`config.mk`:
```
export PLATFORM = sky130hd
export DESIGN_NAME = pacoblaze_alu_seq
export DESIGN_NICKNAME = d
export VERILOG_FILES = /design/src/rtl/pacoblaze_alu_seq_pkg.sv /design/src/rtl/pacoblaze_alu_comb.sv /design/src/rtl/pacoblaze_alu_seq.sv
export SDC_FILE = /design/constraint.sdc
export NUM_CORES = 1
export LEC_CHECK = 0
export BUFFER_PORTS_ARGS = -buffer_cell sky130_fd_sc_hd__buf_2
export CORE_UTILIZATION = 59
export DETAILED_ROUTE_END_ITERATION = 8
export PLACE_DENSITY = 0.79
export SLEW_MARGIN = 10
export SYNTH_ARGS = -nofsm -noshare
export SYNTH_HDL_FRONTEND = slang
export SYNTH_HIERARCHICAL = 1
export SYNTH_SLANG_ARGS = --single-unit
```
`constraint.sdc`:
```
create_clock -name clk -period 7.4 [get_ports clk]
set_input_delay 1.11 -clock clk [delete_from_list [all_inputs] [get_ports clk]]
set_output_delay 1.11 -clock clk [all_outputs]
set_load 0.01 [all_outputs]
```
`src/rtl/pacoblaze_alu_seq_pkg.sv`:
```
// Shared operation codes, shift selectors and FSM state type for the
// registered PacoBlaze ALU and its combinational datapath.
package pacoblaze_alu_seq_pkg;

  localparam int OPERATION_WIDTH = 4;

  typedef logic [OPERATION_WIDTH-1:0] operation_t;

  localparam operation_t OP_LOAD    = 4'd0;
  localparam operation_t OP_AND     = 4'd1;
  localparam operation_t OP_OR      = 4'd2;
  localparam operation_t OP_XOR     = 4'd3;
  localparam operation_t OP_TEST    = 4'd4;
  localparam operation_t OP_ADD     = 4'd5;
  localparam operation_t OP_ADDCY   = 4'd6;
  localparam operation_t OP_SUB     = 4'd7;
  localparam operation_t OP_SUBCY   = 4'd8;
  localparam operation_t OP_COMPARE = 4'd9;
  localparam operation_t OP_RS      = 4'd10;
  localparam operation_t OP_MUL     = 4'd11;
  localparam operation_t OP_RSN     = 4'd12;

  localparam logic [2:0] OPCODE_RR  = 3'd0;
  localparam logic [2:0] OPCODE_RL  = 3'd1;
  localparam logic [2:0] OPCODE_RSA = 3'd2;
  localparam logic [2:0] OPCODE_RSC = 3'd3;

  typedef enum logic [1:0] {
    ST_IDLE,
    ST_MUL,
    ST_SHIFT,
    ST_DONE
  } state_t;

endpackage

```
`src/rtl/pacoblaze_alu_comb.sv`:
```
// Combinational single-cycle ALU datapath, including the 1-bit shifter that
// the sequencer also reuses for each step of a multi-bit shift.
module pacoblaze_alu_comb
  import pacoblaze_alu_seq_pkg::*;
#(
  parameter int WIDTH = 8
) (
  input  operation_t       operation_i,
  input  logic [2:0]       shift_operation_i,
  input  logic             shift_direction_i,
  input  logic             shift_constant_i,
  input  logic             carry_i,
  input  logic [WIDTH-1:0] operand_a_i,
  input  logic [WIDTH-1:0] operand_b_i,
  output logic [WIDTH-1:0] result_o,
  output logic             carry_o,
  output logic             zero_o
);

  logic             fill;
  logic [WIDTH:0]   wide;
  logic             carryUsed;

  always_comb begin
    case (shift_operation_i)
      OPCODE_RR:  fill = operand_a_i[0];
      OPCODE_RL:  fill = operand_a_i[WIDTH-1];
      OPCODE_RSA: fill = carry_i;
      default:    fill = shift_constant_i;
    endcase
  end

  // Carry in only participates for the with-carry arithmetic variants.
  assign carryUsed = carry_i && (operation_i == OP_ADDCY || operation_i == OP_SUBCY);

  always_comb begin
    wide     = '0;
    result_o = operand_b_i;
    carry_o  = 1'b0;
    case (operation_i)
      OP_ADD, OP_ADDCY: begin
        wide     = {1'b0, operand_a_i} + {1'b0, operand_b_i} + {{WIDTH{1'b0}}, carryUsed};
        result_o = wide[WIDTH-1:0];
        carry_o  = wide[WIDTH];
      end
      OP_SUB, OP_SUBCY, OP_COMPARE: begin
        wide     = {1'b0, operand_a_i} - {1'b0, operand_b_i} - {{WIDTH{1'b0}}, carryUsed};
        result_o = wide[WIDTH-1:0];
        carry_o  = wide[WIDTH];
      end
      OP_AND: result_o = operand_a_i & operand_b_i;
      OP_OR:  result_o = operand_a_i | operand_b_i;
      OP_XOR: result_o = operand_a_i ^ operand_b_i;
      OP_TEST: begin
        result_o = operand_a_i & operand_b_i;
        carry_o  = ^(operand_a_i & operand_b_i);
      end
      OP_RS: begin
        if (shift_direction_i) begin
          result_o = {fill, operand_a_i[WIDTH-1:1]};
          carry_o  = operand_a_i[0];
        end else begin
          result_o = {operand_a_i[WIDTH-2:0], fill};
          carry_o  = operand_a_i[WIDTH-1];
        end
      end
      default: ;
    endcase
  end

  assign zero_o = (result_o == '0);

endmodule

```
`src/rtl/pacoblaze_alu_seq.sv`:
```
// Registered PacoBlaze ALU with Z/C flag register, valid/ready handshakes and
// two multi-cycle operations: shift-add multiply and multi-bit shift/rotate.
module pacoblaze_alu_seq
  import pacoblaze_alu_seq_pkg::*;
#(
  parameter int WIDTH = 8,
  parameter int SHW   = $clog2(WIDTH)
) (
  input  logic             clk,
  input  logic             reset_n,
  input  logic             in_valid,
  output logic             in_ready,
  input  operation_t       operation,
  input  logic [2:0]       shift_operation,
  input  logic             shift_direction,
  input  logic             shift_constant,
  input  logic [SHW-1:0]   shift_amount,
  input  logic [WIDTH-1:0] operand_a,
  input  logic [WIDTH-1:0] operand_b,
  output logic             out_valid,
  input  logic             out_ready,
  output logic [WIDTH-1:0] result,
  output logic [WIDTH-1:0] result_hi,
  output logic             zero_out,
  output logic             carry_out
);

  state_t           state_q;
  logic             outValid_q;
  logic [WIDTH-1:0] result_q;
  logic [WIDTH-1:0] resultHi_q;
  logic             zero_q;
  logic             carry_q;
  logic [WIDTH-1:0] acc_q;
  logic [WIDTH-1:0] mplier_q;
  logic [WIDTH-1:0] mcand_q;
  logic [WIDTH-1:0] shiftVal_q;
  logic             shiftCarry_q;
  logic [2:0]       shOp_q;
  logic             shDir_q;
  logic             shConst_q;
  logic             zeroAmt_q;
  logic [SHW-1:0]   count_q;

  logic             accept;
  logic             inShift;
  operation_t       aluOp;
  logic [2:0]       aluShOp;
  logic             aluShDir;
  logic             aluShConst;
  logic             aluCarryIn;
  logic [WIDTH-1:0] aluA;
  logic [WIDTH-1:0] aluResult;
  logic             aluCarry;
  logic             aluZero;
  logic [WIDTH:0]   mulSum_d;
  logic [WIDTH-1:0] accNext_d;
  logic [WIDTH-1:0] mplierNext_d;

  assign in_ready  = reset_n && (state_q == ST_IDLE) && (!outValid_q || out_ready);
  assign accept    = in_valid && in_ready;
  assign out_valid = outValid_q;
  assign result    = result_q;
  assign result_hi = resultHi_q;
  assign zero_out  = zero_q;
  assign carry_out = carry_q;

  // During a multi-bit shift the datapath is steered to a 1-bit shift of the
  // running value, with the captured shift controls and the running carry.
  assign inShift    = (state_q == ST_SHIFT);
  assign aluOp      = inShift ? OP_RS : operation;
  assign aluShOp    = inShift ? shOp_q : shift_operation;
  assign aluShDir   = inShift ? shDir_q : shift_direction;
  assign aluShConst = inShift ? shConst_q : shift_constant;
  assign aluCarryIn = inShift ? shiftCarry_q : carry_q;
  assign aluA       = inShift ? shiftVal_q : operand_a;

  pacoblaze_alu_comb #(.WIDTH(WIDTH)) u_comb (
    .operation_i       (aluOp),
    .shift_operation_i (aluShOp),
    .shift_direction_i (aluShDir),
    .shift_constant_i  (aluShConst),
    .carry_i           (aluCarryIn),
    .operand_a_i       (aluA),
    .operand_b_i       (operand_b),
    .result_o          (aluResult),
    .carry_o           (aluCarry),
    .zero_o            (aluZero)
  );

  // One shift-add step: the {acc, mplier} pair shifts right as product bits settle.
  assign mulSum_d     = {1'b0, acc_q} + (mplier_q[0] ? {1'b0, mcand_q} : '0);
  assign accNext_d    = mulSum_d[WIDTH:1];
  assign mplierNext_d = {mulSum_d[0], mplier_q[WIDTH-1:1]};

  always_ff @(posedge clk) begin
    if (!reset_n) begin
      state_q      <= ST_IDLE;
      outValid_q   <= 1'b0;
      result_q     <= '0;
      resultHi_q   <= '0;
      zero_q       <= 1'b0;
      carry_q      <= 1'b0;
      acc_q        <= '0;
      mplier_q     <= '0;
      mcand_q      <= '0;
      shiftVal_q   <= '0;
      shiftCarry_q <= 1'b0;
      shOp_q       <= '0;
      shDir_q      <= 1'b0;
      shConst_q    <= 1'b0;
      zeroAmt_q    <= 1'b0;
      count_q      <= '0;
    end else begin
      case (state_q)
        ST_IDLE: begin
          if (accept) begin
            if (operation == OP_MUL) begin
              state_q    <= ST_MUL;
              outValid_q <= 1'b0;
              acc_q      <= '0;
              mplier_q   <= operand_b;
              mcand_q    <= operand_a;
              count_q    <= SHW'(WIDTH - 1);
            end else if (operation == OP_RSN) begin
              state_q      <= ST_SHIFT;
              outValid_q   <= 1'b0;
              shiftVal_q   <= operand_a;
              shiftCarry_q <= carry_q;
              shOp_q       <= shift_operation;
              shDir_q      <= shift_direction;
              shConst_q    <= shift_constant;
              zeroAmt_q    <= (shift_amount == '0);
              count_q      <= (shift_amount == '0) ? '0 : shift_amount - SHW'(1);
            end else begin
              outValid_q <= 1'b1;
              result_q   <= aluResult;
              resultHi_q <= '0;
              zero_q     <= aluZero;
              carry_q    <= aluCarry;
            end
          end else if (out_ready) begin
            outValid_q <= 1'b0;
          end
        end
        ST_MUL: begin
          acc_q    <= accNext_d;
          mplier_q <= mplierNext_d;
          if (count_q == '0) begin
            state_q    <= ST_DONE;
            outValid_q <= 1'b1;
            result_q   <= mplierNext_d;
            resultHi_q <= accNext_d;
            carry_q    <= |accNext_d;
            zero_q     <= ({accNext_d, mplierNext_d} == '0);
          end else begin
            count_q <= count_q - SHW'(1);
          end
        end
        ST_SHIFT: begin
          // A zero shift count still spends one cycle and keeps the carry flag.
          if (zeroAmt_q) begin
            state_q    <= ST_DONE;
            outValid_q <= 1'b1;
            result_q   <= shiftVal_q;
            resultHi_q <= '0;
            zero_q     <= (shiftVal_q == '0);
          end else begin
            shiftVal_q   <= aluResult;
            shiftCarry_q <= aluCarry;
            if (count_q == '0) begin
              state_q    <= ST_DONE;
              outValid_q <= 1'b1;
              result_q   <= aluResult;
              resultHi_q <= '0;
              zero_q     <= aluZero;
              carry_q    <= aluCarry;
            end else begin
              count_q <= count_q - SHW'(1);
            end
          end
        end
        ST_DONE: begin
          if (out_ready) begin
            state_q    <= ST_IDLE;
            outValid_q <= 1'b0;
          end
        end
        default: state_q <= ST_IDLE;
      endcase
    end
  end

endmodule
```
[After elaboration in Yosys (flattened, before gate mapping)]
Index checks and enable logic that the tools add are counted.
Word-level totals
  memories kept: 0
  flip-flop bits (word level): 63
  bits in read-only memories: 0
  word-level logic and storage cells: 162
  bits in writable memories: 0
  output and inout port bits: 20
  latch bits: 0
Cells by class
  reduce and logical (&&, ||, !) cells: 30
  muxes and demuxes: 77
  divide/modulo/power cells: 0
  bitwise operators: 4
  magnitude comparators: 0
  add/sub/neg operators: 7
  equality and inequality tests: 28
  shift-type cells: 0
  multiply operators: 0
Operators with widths (count)
  $mux W8: 23
  $pmux W8 S2: 3
  $pmux W8 S3: 2
  $pmux W8 S6: 1
  $mux W1: 26
  $mux W3: 7
  $eq A4 B4 Y1 const B: 5
  $add A8 B8 Y9: 2
  $eq A4 B3 Y1 const B: 4
  $logic_not A16 Y1: 1
  $logic_not A8 Y1: 2
  $mux W2: 6
  $ne A2 B2 Y1 const B: 6
  $add A9 B1 Y9: 1
  $logic_not A3 Y1: 3
  $pmux W1 S3: 3
  $pmux W3 S3: 1
  $reduce_and A3 Y1: 3
  $sub A8 B8 Y9: 1
  $sub A9 B1 Y9: 1
  $and A8 B8 Y8: 1
  $eq A4 B2 Y1 const B: 2
  $or A8 B8 Y8: 1
  $pmux W1 S4: 2
  other kinds (28): 39

[Logic depth before layout (Yosys ltp)]
  depth in word-level cells: 12
  mapped depth: 25

[Hierarchy]
The synthesis kept the hierarchy.
Modules (own cells, without submodules)
  pacoblaze_alu_seq: cells each 441, instances 1, area an instance 3756.1 um^2, seq. area each 1261.2 um^2
  pacoblaze_alu_comb: cells each 238, instances 1, area an instance 1756.7 um^2, seq. area each 0.0 um^2

[Least setup slack after synthesis]
Ideal clock, no wire load.
  path kind: input to register
  start: input port operation[3]
  end: register zero_q (netlist: zero_out)
  required time: 7325 ps
  slack: 2419 ps
  library setup time: 75 ps
  arrival time: 4906 ps
  buffers on the path: 2
  stages on the path: 18
  path through: or2_2 -> buf_2 -> buf_1 -> nor2_1 -> a21oi_1 -> or3b_2 -> fa_1 -> fa_1 -> o21a_1 -> o311a_1 -> xor2_1 -> a221oi_1 -> a21oi_1 -> nor4b_2 -> nor2_1 -> nor3_1 -> nand4b_1 -> o22ai_1
Between the ends
  longest elaborated chain between the ends: 11
  elaborated cells on any way between the ends: 31
  those cells by class: 2 x add/sub; 14 x eq/ne; 8 x mux; 7 x reduce/logical
RTL lines
  start, declared: line pacoblaze_alu_seq.sv:13  | input operation_t operation,
  $mux W4 *: line pacoblaze_alu_seq.sv:71  | assign aluOp = inShift ? OP_RS : operation;
  $eq A4 B3 Y1 or $eq A4 B4 Y1 (tied branches)
  $logic_or A1 B1 Y1: line pacoblaze_alu_comb.sv:34  | assign carryUsed = carry_i && (operation_i == OP_ADDCY || operation_i == OP_SUBCY);
  $logic_and A1 B1 Y1: line pacoblaze_alu_comb.sv:34
  $sub A9 B1 Y9 or $add A9 B1 Y9 (tied branches): line pacoblaze_alu_comb.sv:47, pacoblaze_alu_comb.sv:42
  $pmux W8 S6 *: line pacoblaze_alu_comb.sv:40  | case (operation_i)
  net aluResult[6]: line pacoblaze_alu_seq.sv:53  | logic [WIDTH-1:0] aluResult;
  $logic_not A8 Y1 *: line pacoblaze_alu_comb.sv:71  | assign zero_o = (result_o == '0);
  net aluZero: line pacoblaze_alu_seq.sv:55  | logic aluZero;
  $mux W1: line pacoblaze_alu_seq.sv:125  | end else if (operation == OP_RSN) begin
  $mux W1: line pacoblaze_alu_seq.sv:118  | if (operation == OP_MUL) begin
  $mux W1: line pacoblaze_alu_seq.sv:117  | if (accept) begin
  $pmux W1 S3 *: line pacoblaze_alu_seq.sv:115  | case (state_q)
  end signal, assigned: line pacoblaze_alu_seq.sv:139  | zero_q <= aluZero;
  end signal, assigned: line pacoblaze_alu_seq.sv:155  | zero_q <= ({accNext_d, mplierNext_d} == '0);
  end signal, assigned: line pacoblaze_alu_seq.sv:167  | zero_q <= (shiftVal_q == '0);
  end, declared: line pacoblaze_alu_seq.sv:32  | logic zero_q;
Mark *: on every way through the listed nets, which the timed path passes. The rest lies on a longest branch. The select of a mux whose other input is x is not followed.
A chain may end at the register's enable or synchronous reset.

[Worst setup path in the final report]
  start: register state_q[0]
  end: register zero_q (netlist: zero_out)
Between the ends
  longest elaborated chain between the ends: 12
  elaborated cells on any way between the ends: 54
  those cells by class: 4 x add/sub; 19 x eq/ne; 15 x mux; 3 x bitwise; 13 x reduce/logical
RTL lines
  start, declared: line pacoblaze_alu_seq.sv:28  | state_t state_q;
  start signal, assigned: line pacoblaze_alu_seq.sv:98  | state_q <= ST_IDLE;
  start signal, assigned: line pacoblaze_alu_seq.sv:119  | state_q <= ST_MUL;
  start signal, assigned: line pacoblaze_alu_seq.sv:126  | state_q <= ST_SHIFT;
  $eq A2 B2 Y1 *: line pacoblaze_alu_seq.sv:70  | assign inShift = (state_q == ST_SHIFT);
  $mux W4 *: line pacoblaze_alu_seq.sv:71
  net aluOp[2]: line pacoblaze_alu_seq.sv:47  | operation_t aluOp;
  $eq A4 B3 Y1 or $eq A4 B4 Y1 (tied branches)
  $logic_or A1 B1 Y1: line pacoblaze_alu_comb.sv:34
  $logic_and A1 B1 Y1: line pacoblaze_alu_comb.sv:34
  $sub A9 B1 Y9 or $add A9 B1 Y9 (tied branches): line pacoblaze_alu_comb.sv:47, pacoblaze_alu_comb.sv:42
  $pmux W8 S6 *: line pacoblaze_alu_comb.sv:40
  net aluResult[7]: line pacoblaze_alu_seq.sv:53
  $logic_not A8 Y1 *: line pacoblaze_alu_comb.sv:71
  net aluZero: line pacoblaze_alu_seq.sv:55
  $mux W1: line pacoblaze_alu_seq.sv:125
  $mux W1: line pacoblaze_alu_seq.sv:118
  $mux W1: line pacoblaze_alu_seq.sv:117
  $pmux W1 S3 *: line pacoblaze_alu_seq.sv:115
Marks and branches as above.

==> summary.md <==
| Metric | Value |
|---|---|
| Pwr Total | 1.71 mW |
| Max cap viols | 0 |
| R2r startpoint | state_q[0] |
| Synth-to-Final Area Change | 7.24% |
| Number of gates resized after CTS | 0 |
| CP bufs+invs | 3 |
| Leak | 2.38 nW |
| Final Wtd Congestion | approximately 1 |
| Setup crit start | state_q[0] |
| Synthesized area per cell | 8.12 um2 |
| Cell family with most CP delay | simple AND/OR/NAND/NOR gates |
| Placement Setup Slack | around 1.7 ns |
| Via-per-instance ratio | 6.48 |
| Initial antenna violation count | 0 |
| Worst vdd ir | 0.177 mV |
| Seq pwr share | 0.234 |
| Clock share of power | 0.159 |
| GRT overflow | 0 |
| Top cells by area, synth | dfxtp_1 23%, ha_1 10%, mux2i_1 7.6%, nand2_1 4.9%, nor2_1 4.6% |
| WL per Instance | between 15 and 20 um |
| Iter 0 DRT Violations | 350 |
| Antenna Nets Post-Route | 0 |
| Setup TNS | 0 ns |
| Crit path required time | 7.68 ns |
| Net Sw Frac | 0.474 |
| Syn Nets | 762 |
| Slew Limit Fails | 0 |
| Die area | 0.00973 mm2 |
| Worst-path clk slew | 0.08 ns |
| Hold_ws | 0.451 ns |
| Final #Nets | 792 |
| Fillers | between 700 and 800 |
| Synth Warn # | 6 |
| Worst reg2reg setup slack | 1.85 ns |
| Die X | 98.7 um |
| Skew-Pair Late Insertion Delay | between 0.3 and 0.4 ns |
| Vias in the first global route | 4861 |
| Most used DFF post-synth | dfxtp_1 |
| Max clock buf depth | 2 |
| Drt first pass iters | 4 |
| Critical path arrival | between 5 and 6 ns |
| Post-synth top cells | 72 x nand2_1, 67 x nor2_1, 63 x dfxtp_1 |
| Int Pwr | 0.899 mW |
| RSZ-0062 raised after global routing | no |
| Dpl cells | between 800 and 900 |
| Via Count | roughly 5300 |
| Worst r2r path cells | 21 |
| Hold Crit Class | reg -> reg |
| CP max stage cell | nor2b_1 |
| First-pass GRT wire length | 24000 um |
| Clk_skew | 0.0143 ns |
| H-tree levels | 3 |
| Top-area cell type share of the netlist area | 0.229 |
| Status | complete, no violations |
| Cell variety after synth | 81 |
| Final hold violation count | 0 |
| Combinational Power Share | 0.607 |
| Slew HR | 0.251 |
| Crit. End Element | register |
| Crit Path Category | reg -> reg |
| Total Wirelength | between 15000 and 20000 um |
| Minimum clock period | roughly 5.5 ns |
| Instance count on the critical path | 21 |
| Layout cell share with drive strength beyond 1 | 0.163 |
| CP max stage delay | 0.71 ns |
| Site Rows | 34 |
| Core Footprint | 0.00889 mm2 |
| Post-CTS Setup Bufs | 0 |
| Hpwl dp | 11600 um |
| Total CTS buffers | 9 |
| Syn Inst Count | 679 |
| Seq cells post-synth | 63 |
| Largest area contributor in the netlist | dfxtp_1 |
| Initial Util | 0.620 |
| Sink Count | 63 |
| Drt drc | 0 |
| Die Y-Extent | 98.7 um |
| Worst path cell trace | inv_1 -> ha_1 -> nor2b_1 -> inv_1 -> nor2_1 -> a21oi_1 -> or3b_2 -> inv_1 -> fa_1 -> ha_1 -> o21ai_0 -> a21boi_0 -> o31ai_1 -> xnor2_1 -> a221oi_1 -> a22oi_1 -> nor4b_2 -> nor2_1 -> nor3_1 -> nand4b_1 -> o22ai_1 |
| Hold depth | 2 |
| Final Non-Filler Cells | 821 |
| Worst setup margin | between 1.5 and 2 ns |
| Maximum fanout along the worst path | 12 |
| Synth Cell Area | approximately 0.0055 mm2 |
| Switching Power | 0.812 mW |
| Largest net degree at the start of global routing | 63 |
| Most Frequent Cell on Critical Path | inv_1 |
| Post-synthesis sequential area ratio | 0.229 |
| Endpoints failing setup | 0 |
| Hold path start | result_hi[6] |
| I/O Buffers | 51 |
| Pwr dens | 289 mW/mm2 |
| EDFF count, synth | 0 |
| Post-route clock period utilization | 0.750 |
| Total GRT Usage | 0.314 |
| Clk root buf | clkbuf_8 |
| Post-synthesis async set-or-reset flop share | 0 |
| FMAX | 0.180 GHz |
| Slew @ Worst Pin | 1.12 ns |
| CTS tree | yes |
| Cts hold-fix bufs | 0 |
| Count leader, synth | nand2_1 |
| Ant. Diodes | 0 |
| CP Launch Type | register |
| I/O pins | 52 |
[worst paths after layout]
check,endpoint
max reg2reg,zero_out
min,result_hi[6]
max,zero_out
min reg2reg,result_hi[6]
[worst register-to-register path: stages, from the launching register on]
cell,delay [ns]
dfxtp_1,0.42
inv_1,0.09
ha_1,0.38
nor2b_1,0.72
inv_1,0.27
nor2_1,0.16
a21oi_1,0.07
or3b_2,0.48
inv_1,0.09
fa_1,0.43
ha_1,0.19
o21ai_0,0.22
a21boi_0,0.19
o31ai_1,0.34
xnor2_1,0.12
a221oi_1,0.31
a22oi_1,0.23
nor4b_2,0.30
nor2_1,0.07
nor3_1,0.15
nand4b_1,0.11
o22ai_1,0.13
[registers in the layout, summed over array words and instances (netlist names), 2 cells and up]
name	flops
acc_q	8
result_hi	8
mcand_q	8
state_q	2
count_q	3
result	8
mplier_q	8
shiftVal_q	8
shOp_q	3
[cell families after synthesis]
group,Yosys count,synth area share
XOR/XNOR,24,0.0381
adder cells (fa/ha/maj),51,0.123
AND/OR/NAND/NOR,228,0.206
flip-flops,63,0.229
buffers and inverters,79,0.0626
AO/OA/AOI/OAI,177,0.235
multiplexers,57,0.107
[stage by stage]
stage	util	instance area [um2]
4_1_cts	0.665	5910
2_1_floorplan	-	5510
6_report	0.665	5910
5_1_grt	0.665	5910
3_5_place_dp	0.646	5750
3_3_place_gp	0.646	5750
[cell type report]
type                       instances  area (um2)  area share
tap                              108         135      0.0229
sequential                        63        1260       0.213
inverter                          44         168      0.0284
multi-input combinational        537        3910       0.661
clock buffer                      11         141      0.0239
timing repair buffer              54         278      0.0470
clock inverter                     4        22.5     0.00381
[layer usage]
layer	GRT usage	vias to the layer above	wire, um
met5	0	-	0
met4	0.124	0	459
met3	0.0546	37	1210
met2	0.508	251	6980
met1	0.418	2520	6600
li1	-	2516	-
[power by group through the flow]
stage	Combinational, mW	Clock, mW	Sequential, mW
after floorplan	0.781	0	0.414
after global placement	0.988	0	0.406
final	1.04	0.271	0.401
after CTS	1.01	0.274	0.401
after detailed placement	1.01	0	0.409
after global routing	1.12	0.288	0.405
[cell usage in the layout, fill, tap and decap left out, types with 4 or more instances in the layout]
| cell | netlist | final |
|---|---|---|
| mux2_2 | 15 | 15 |
| nor2_1 | 67 | 67 |
| inv_1 | 41 | 41 |
| dfxtp_1 | 63 | 63 |
| nor3_1 | 12 | 12 |
| nand2b_1 | 6 | 6 |
| a21o_1 | 6 | 6 |
| nor2b_1 | 5 | 5 |
| xor2_1 | 5 | 5 |
| nand3_1 | 12 | 12 |
| a222oi_1 | 4 | 4 |
| o211ai_1 | 13 | 13 |
| buf_2 | 10 | 51 |
| a311oi_1 | 9 | 9 |
| clkbuf_8 | 0 | 10 |
| o2111ai_1 | 10 | 10 |
| nand4_1 | 7 | 7 |
| or2_2 | 8 | 8 |
| a211oi_1 | 11 | 11 |
| o21bai_1 | 4 | 4 |
| a21oi_1 | 46 | 46 |
| or3_1 | 5 | 5 |
| o21ai_1 | 4 | 4 |
| fa_1 | 5 | 5 |
| a221oi_1 | 4 | 4 |
| ha_1 | 46 | 46 |
| mux2i_1 | 42 | 42 |
| o22ai_1 | 7 | 7 |
| and2_1 | 8 | 8 |
| o21ai_0 | 21 | 21 |
| nand2_1 | 72 | 72 |
| xnor2_1 | 19 | 19 |
Power figures use the tool's default switching activity.
